**config.mk**
```make
export PLATFORM = sky130hd
export DESIGN_NAME = if_prefetch_stage
export DESIGN_NICKNAME = d
export VERILOG_FILES = /design/src/rtl/if_pkg.sv /design/src/rtl/if_queue.sv /design/src/rtl/if_prefetch_stage.sv
export SDC_FILE = /design/constraint.sdc
export NUM_CORES = 1
export LEC_CHECK = 0
export BUFFER_PORTS_ARGS = -buffer_cell sky130_fd_sc_hd__buf_2
export CAP_MARGIN = 10
export CORE_ASPECT_RATIO = 0.75
export CORE_MARGIN = 2
export CORE_UTILIZATION = 40
export DETAILED_ROUTE_END_ITERATION = 10
export PLACE_DENSITY = 0.61
export RECOVER_POWER = 50
export SLEW_MARGIN = 40
export SYNTH_ARGS = -nofsm -noshare
export SYNTH_HDL_FRONTEND = slang
export SYNTH_HIERARCHICAL = 1
export SYNTH_SLANG_ARGS = --single-unit
```
**constraint.sdc**
```tcl
create_clock -name clk -period 6.1 [get_ports clk]
set_input_delay 0.915 -clock clk [delete_from_list [all_inputs] [get_ports clk]]
set_output_delay 0.915 -clock clk [all_outputs]
set_load 0.1 [all_outputs]
```
**src/rtl/if_pkg.sv**
```systemverilog
// Shared types for the instruction-fetch prefetch stage.
package if_pkg;
  localparam int WORD_SIZE   = 32;
  localparam int INSTR_BYTES = WORD_SIZE / 8;

  typedef struct packed {
    logic [WORD_SIZE-1:0] pc;
    logic [WORD_SIZE-1:0] instr;
  } fetch_entry_t;
endpackage

```
**src/rtl/if_queue.sv**
```systemverilog
// Circular prefetch buffer of {PC, instruction} pairs; the head is read straight from storage registers.
module if_queue
  import if_pkg::*;
#(
  parameter int DEPTH = 4
) (
  input  logic                       clk,
  input  logic                       rst,
  input  logic                       push,
  input  logic                       pop,
  input  logic                       flush,
  input  fetch_entry_t               pushData,
  output logic                       valid,
  output fetch_entry_t               head,
  output logic [$clog2(DEPTH):0]     count
);
  localparam int PW = $clog2(DEPTH);

  fetch_entry_t [DEPTH-1:0] mem;
  logic [PW-1:0] rdPtr, wrPtr;

  // Pointers wrap for free because DEPTH is a power of two.
  always_ff @(posedge clk or negedge rst) begin
    if (!rst) begin
      mem   <= '0;
      rdPtr <= '0;
      wrPtr <= '0;
      count <= '0;
    end else if (flush) begin
      rdPtr <= '0;
      wrPtr <= '0;
      count <= '0;
    end else begin
      if (push) begin
        mem[wrPtr] <= pushData;
        wrPtr      <= wrPtr + 1'b1;
      end
      if (pop) rdPtr <= rdPtr + 1'b1;
      if (push && !pop)      count <= count + 1'b1;
      else if (pop && !push) count <= count - 1'b1;
    end
  end

  assign valid = (count != '0);
  assign head  = mem[rdPtr];
endmodule

```
**src/rtl/if_prefetch_stage.sv**
```systemverilog
// MIPS fetch stage: single-outstanding imem requests feeding a prefetch queue, with branch flush/redirect.
module if_prefetch_stage #(
  parameter int                          WORD_SIZE = if_pkg::WORD_SIZE,
  parameter int                          DEPTH     = 4,
  parameter logic [WORD_SIZE-1:0]        RESET_PC  = '0,
  parameter int                          BR_SHIFT  = 2
) (
  input  logic                 clk,
  input  logic                 rst,
  input  logic                 brTaken,
  input  logic [WORD_SIZE-1:0] brBase,
  input  logic [WORD_SIZE-1:0] brOffset,
  input  logic                 freeze,
  output logic                 valid,
  output logic [WORD_SIZE-1:0] PC,
  output logic [WORD_SIZE-1:0] instruction,
  output logic                 imem_req,
  output logic [WORD_SIZE-1:0] imem_addr,
  input  logic                 imem_rvalid,
  input  logic [WORD_SIZE-1:0] imem_rdata
);
  import if_pkg::*;

  localparam int                   CW      = $clog2(DEPTH) + 1;
  localparam logic [WORD_SIZE-1:0] STEP    = WORD_SIZE'(INSTR_BYTES);
  localparam logic [CW:0]          DEPTH_W = (CW + 1)'(DEPTH);

  logic [WORD_SIZE-1:0] fetchPC, brTarget;
  logic                 outstanding, stale, rsp, push, pop, qValid;
  logic [CW-1:0]        count;
  fetch_entry_t         head, pushData;

  assign brTarget  = brBase + (brOffset << BR_SHIFT);
  assign rsp       = imem_rvalid && outstanding;
  assign imem_addr = fetchPC;
  assign imem_req  = rst && !brTaken && (!outstanding || imem_rvalid) &&
                     (({1'b0, count} + (CW + 1)'(outstanding)) < DEPTH_W);

  // A non-stale response always belongs to the last request, whose address + step is fetchPC.
  assign push     = rsp && !stale && !brTaken;
  assign pop      = qValid && !freeze && !brTaken;
  assign pushData = '{pc: fetchPC, instr: imem_rdata};

  always_ff @(posedge clk or negedge rst) begin
    if (!rst) begin
      fetchPC     <= RESET_PC;
      outstanding <= 1'b0;
      stale       <= 1'b0;
    end else if (brTaken) begin
      // A request still in flight stays outstanding but its data will be dropped.
      fetchPC     <= brTarget;
      outstanding <= outstanding && !imem_rvalid;
      stale       <= outstanding && !imem_rvalid;
    end else begin
      if (imem_req) begin
        fetchPC     <= fetchPC + STEP;
        outstanding <= 1'b1;
      end else if (rsp) begin
        outstanding <= 1'b0;
      end
      if (rsp) stale <= 1'b0;
    end
  end

  if_queue #(.DEPTH(DEPTH)) uQueue (
    .clk      (clk),
    .rst      (rst),
    .push     (push),
    .pop      (pop),
    .flush    (brTaken),
    .pushData (pushData),
    .valid    (qValid),
    .head     (head),
    .count    (count)
  );

  assign valid       = qValid;
  assign PC          = head.pc;
  assign instruction = head.instr;
endmodule

```
Yosys cells after proc, flatten, opt, wreduce, memory -nomap -nowiden
Cells that the tools add are included.
{"block": "totals", "register_bits": 297, "inputBits": 101, "out_inout_bits": 98, "wordCells": 72}
{"block": "op_classes", "n_addsub": 7, "n_lt_le_gt_ge": 4, "n_mux": 18, "bitwise": 1, "n_reduce_logical": 28}
{"operator": "256-bit bitwise mux", "count": 1}
{"operator": "64-bit binary-select mux with 2-bit select", "count": 1}
{"operator": "64-bit demux with 2-bit select", "count": 1}
{"operator": "64-bit 2-to-1 mux", "count": 2}
{"operator": "32-bit 2-to-1 mux", "count": 2}
{"operator": "32-bit by 3-bit adder with 32-bit output, second input constant", "count": 1}
{"operator": "32-bit adder", "count": 1}
{"operator": "1-bit logical AND", "count": 12}
{"operator": "3-bit 2-to-1 mux", "count": 3}
{"operator": "3-bit nonzero test", "count": 3}
{"operator": "2-bit 2-to-1 mux", "count": 4}
{"operator": "2-bit nonzero test", "count": 4}
{"operator": "1-bit logical NOT", "count": 7}
{"operator": "2-bit by 3-bit < comparator with 1-bit output, second input constant", "count": 2}
{"operator": "2-bit by 1-bit adder with 2-bit output, second input constant", "count": 2}
{"operator": "3-bit by 1-bit adder with 4-bit output", "count": 1}
{"operator": "4-bit by 3-bit < comparator with 1-bit output, second input constant", "count": 1}
{"operator": "1-bit 2-to-1 mux", "count": 4}
{"operator": "3-bit by 1-bit adder with 3-bit output, second input constant", "count": 1}
{"operator": "3-bit by 1-bit subtractor with 3-bit output, second input constant", "count": 1}
{"operator": "2-bit by 1-bit >= comparator with 1-bit output, second input constant", "count": 1}
{"operator": "2-bit AND reduction", "count": 1}
{"operator": "1-bit logical OR", "count": 1}
{"operator": "1-bit NOT", "count": 1}

Longest topological paths before layout
{"block": "logic_depth", "depth_word": 8, "depth_mapped": 9, "depth_no_buf": 9}

Cells and area by module
The synthesis kept the hierarchy.
{"module": "if_queue", "n_inst": 1, "cells_each": 659, "area_each_um2": 12713.4, "seq_area_each_um2": 6581.3}
{"module": "if_prefetch_stage", "n_inst": 1, "cells_each": 437, "area_each_um2": 3572.2, "seq_area_each_um2": 850.8}

Worst setup path after synthesis
Ideal clock, no wire load.
{"block": "synth_timing", "kind": "input-to-output", "startpoint": "input imem_rvalid", "endpoint": "output imem_req", "arrival_time_ns": 2.595, "t_required_ns": 5.185, "setup_slack_ns": 2.590, "path_stages": 3, "n_path_buf": 0, "cell_sequence": "a21bo_2 -> a21o_1 -> nor2_1"}
{"block": "synth_between", "elab_chain_len": 3}
{"item": "start, declared", "line_no": "if_prefetch_stage.sv:19", "rtl": "input logic imem_rvalid,"}
{"item": "1-bit logical OR", "line_no": "if_prefetch_stage.sv:36", "rtl": "assign imem_req = rst && !brTaken && (!outstanding || imem_rvalid) &&"}
{"item": "1-bit logical AND (2 in a row)", "line_no": "if_prefetch_stage.sv:36"}
{"item": "end, declared", "line_no": "if_prefetch_stage.sv:17", "rtl": "output logic imem_req,"}
No other way between the ends.

Final worst setup path
{"block": "layout_timing", "startpoint": "input brTaken", "endpoint": "register fetchPC[28], in the netlist imem_addr[28]"}
{"block": "layout_between", "elab_chain_len": 5, "elab_cells_between_ends": 6, "classes_between": "mux (1); reduce/logical (5)"}
{"item": "start, declared", "line_no": "if_prefetch_stage.sv:10", "rtl": "input logic brTaken,"}
{"item": "1-bit logical NOT", "line_no": "if_prefetch_stage.sv:36"}
{"item": "1-bit logical AND (3 in a row)", "line_no": "if_prefetch_stage.sv:36"}
{"item": "2-bit nonzero test (no source line)"}
{"item": "end signal, assigned", "line_no": "if_prefetch_stage.sv:51", "rtl": "fetchPC <= brTarget;"}
{"item": "end signal, assigned", "line_no": "if_prefetch_stage.sv:56", "rtl": "fetchPC <= fetchPC + STEP;"}
{"item": "end, declared", "line_no": "if_prefetch_stage.sv:28", "rtl": "logic [WORD_SIZE-1:0] fetchPC, brTarget;"}
Several ways; a longest one is shown, not always the timed one.
A chain may end at the register's enable or synchronous reset.

==> flow_summary.json <==
{
  "clkLatencyLatePin_ps": 530,
  "dpl.cell_count": 1758,
  "max-vdd-ir-drop_mv": 0.252,
  "syn_avg_cell_area_sq_um": 14.9,
  "p_sw_mw": 3.40,
  "fp.dieW_um": 237,
  "total_power_mw": 7.72,
  "cp_common_cell": "clkbuf_1",
  "vias": 9499,
  "synth_area_leaders": "dfrtp_1 (46%), mux2_4 (22%), mux4_2 (8.9%)",
  "finClkSkew_ps": 30.0,
  "stdcell_count": 1823,
  "routed_wl_mm": 36.0,
  "drc_errors": 0,
  "cts_buffer_depth": 3,
  "synth_edf_count": 0,
  "arrival_ps": 4780,
  "worstReg2RegEnd": "uQueue/mem[207]$_DFFE_PN0P_",
  "cts_hold_buffers": 0,
  "post_drt_wl_per_cell_um": 19.8,
  "powerDensity_nw_per_um2": 418,
  "grt_pass1_vias": 10100,
  "synth-seq-cells": 297,
  "portBuffers": 196,
  "num_rows": 63,
  "combPwrFrac_pct": 40.4,
  "io_pins": 199,
  "drv_cap": 2,
  "ys_seq_area_share_pct": 45.6,
  "async_flop_share_pct": 100,
  "crit_buf_inv": 3,
  "numCtsBuffers": 34,
  "cp-end-kind": "register",
  "layout_commonest_cell": "dfrtp_1",
  "cts_max_level": 2,
  "grt_pass1_wl_mm": 58.0,
  "synth_area_leader_cell": "dfrtp_1",
  "clock_sinks": 297,
  "cts_resized": 0,
  "rr_worst_depth": 6,
  "p_int_mw": 4.32,
  "setup_viol": 0,
  "synthesis.instances": 1096,
  "hp-class": "in -> async",
  "routabilityCongestion": 0.815,
  "relSlewSlack_pct": -7.69,
  "grt_antenna_before_repair": 1,
  "violations": "capacitance limit, slew limit",
  "initial_core_util_pct": 40.9,
  "final_max_slew_viol_count": 71,
  "critPathMaxFanout": 37,
  "yosys.cell_types.count": 73,
  "syn-num-nets": 1233,
  "dieArea_sq_um": 42400,
  "seqPwrFrac_pct": 32.3,
  "root_buffer": "clkbuf_16",
  "grt-ovfl-total": 0,
  "crit_path_max_incr_delay_ps": 1210,
  "reg2reg_from": "outstanding$_DFFE_PN0P_",
  "clkPwrFrac_pct": 27.3,
  "drive_above_1_share_pct": 44.5,
  "synth_top_area_share_pct": 45.6,
  "synth_ff_type": "dfrtp_1",
  "area_growth_pct": 13.5,
  "core_region_area_sq_um": 39800,
  "die_height_um": 179,
  "ys_warn_count": 6,
  "netlist_area_sq_um": 16300,
  "layout_common_cells": "dfrtp_1 (295), mux2_4 (240), buf_2 (166), mux4_2 (64), nand2_1 (49)",
  "fin_crit_ps": 4390,
  "status": "finished, violations left",
  "layout.nets": 1413,
  "critPathTopFamily": "buffers and inverters",
  "critPathSlowestCell": "clkbuf_1",
  "grt_use_total_pct": 17.3,
  "post-dp-hpwl_mm": 22.9,
  "dr.pass1.iters": 4,
  "fillCellCount": 3529,
  "max_freq_mhz": 228,
  "hold_viol": 0,
  "cts_tree": "done",
  "path_cells": "clkbuf_1 > clkbuf_1 > inv_1 > nor4_1 > a31oi_1 > and3_1",
  "cp-startpoint": "brTaken",
  "cp_data_required_time_ps": 6490,
  "finalSetupTns_ps": 0,
  "ff2ff_setup_slack_ps": 3310,
  "post_cts_buffers": 0,
  "vias_per_cell": 5.21,
  "path_class": "in -> reg",
  "grt_max_degree": 152,
  "rsz0062_at_grt": "false",
  "path_clk_slew_ps": 50,
  "tightest_slew_ps": 1620,
  "dr.first_iter.drc_count": 490,
  "swShare_pct": 44.1,
  "drtAntennaViolNets": 0,
  "start_kind": "primary input",
  "p_leak_nw": 9.25,
  "finalCritPeriodShare_pct": 71.9
}
worst reg2reg max path, delay by kind of cell (launching register included):
| family | cells | cell delay, ps |
|---|---|---|
| buf+inv | 1 | 360 |
| flops | 1 | 430 |
| mux | 1 | 550 |
| simple gates | 4 | 1320 |
metrics by stage:
step | area (sq um) | utilization (%) | hold slack, ps | setup WS [ps]
global placement | 17300 | 43.5 | 483 | 2630
detailed placement | 17300 | 43.5 | 489 | 2620
floorplan | 16300 | - | 474 | 2590
finish | 18500 | 46.4 | 380 | 1710
CTS | 18500 | 46.4 | 382 | 2300
global route | 18500 | 46.4 | 415 | 1370
state kept, by name, indices dropped and copies added (netlist names):
| register | cells |
|---|---|
| uQueue/mem | 256 |
| imem_addr | 32 |
| uQueue/count | 3 |
| uQueue/rdPtr | 2 |
| uQueue/wrPtr | 2 |
| outstanding | 1 |
| stale | 1 |
metal layers:
metal | up-vias | part of all wire, % | wire [um] | GRT usage (%)
li1 | 4421 | - | - | -
met1 | 4850 | 49 | 17800 | 25.1
met2 | 193 | 44 | 15700 | 26.2
met3 | 35 | 5.3 | 1900 | 4.02
met4 | 0 | 1.6 | 594 | 4.09
met5 | - | 0 | 0 | 0
cell families after synthesis:
family,synth area share [%]
AOI/OAI and AO/OA,5.72
adders and majority gates,2.86
buffers and inverters,4.76
muxes,32.7
and+or+nand+nor,5.36
xor gates and xnor gates,2.96
DFF,45.6
power by group through the flow:
stage / logic, mW / registers (mW) / clock network, mW
6_report: 3.12 / 2.49 / 2.10
5_1_grt: 3.25 / 2.53 / 2.25
4_1_cts: 3.16 / 2.49 / 2.17
3_5_place_dp: 3.15 / 2.52 / 0
3_3_place_gp: 3.13 / 2.51 / 0
2_1_floorplan: 2.36 / 2.74 / 0
layout make-up:
type,instances,area (sq um),share of cell area (%)
Multi-Input combinational cell,717,8070,43.7
Sequential cell,297,7440,40.3
Timing Repair Buffer,205,1070,5.80
Clock buffer,50,1010,5.47
Tap cell,520,651,3.52
Clock inverter,12,156,0.846
Inverter,21,78.8,0.427
Antenna cell,1,2.50,0.0135
synthesized netlist by cell type, types with 7 or more instances:
| cell | count |
|---|---|
| a21o_1 | 17 |
| a21oi_1 | 34 |
| and3_1 | 7 |
| buf_12 | 25 |
| buf_2 | 16 |
| buf_4 | 9 |
| clkbuf_1 | 8 |
| dfrtp_1 | 297 |
| ha_1 | 34 |
| inv_1 | 21 |
| mux2_2 | 18 |
| mux2_4 | 240 |
| mux2i_1 | 8 |
| mux4_2 | 64 |
| nand2_1 | 49 |
| nand3_1 | 13 |
| nand4_1 | 13 |
| nor2_1 | 39 |
| o21ai_0 | 26 |
| xnor2_1 | 32 |
| xor2_1 | 23 |
how the worst max path moves through the flow:
stage	to	slack, ps	cells past startpoint
floorplan	imem_req	2590	3
global placement	imem_addr[28]$_DFFE_PN0P_	2630	8
detailed placement	imem_addr[28]$_DFFE_PN0P_	2620	8
CTS	instruction[21]	2300	3
global route	imem_addr[28]$_DFFE_PN0P_	1370	6
finish	imem_addr[28]$_DFFE_PN0P_	1710	6
(Power assumes the default switching activity.)
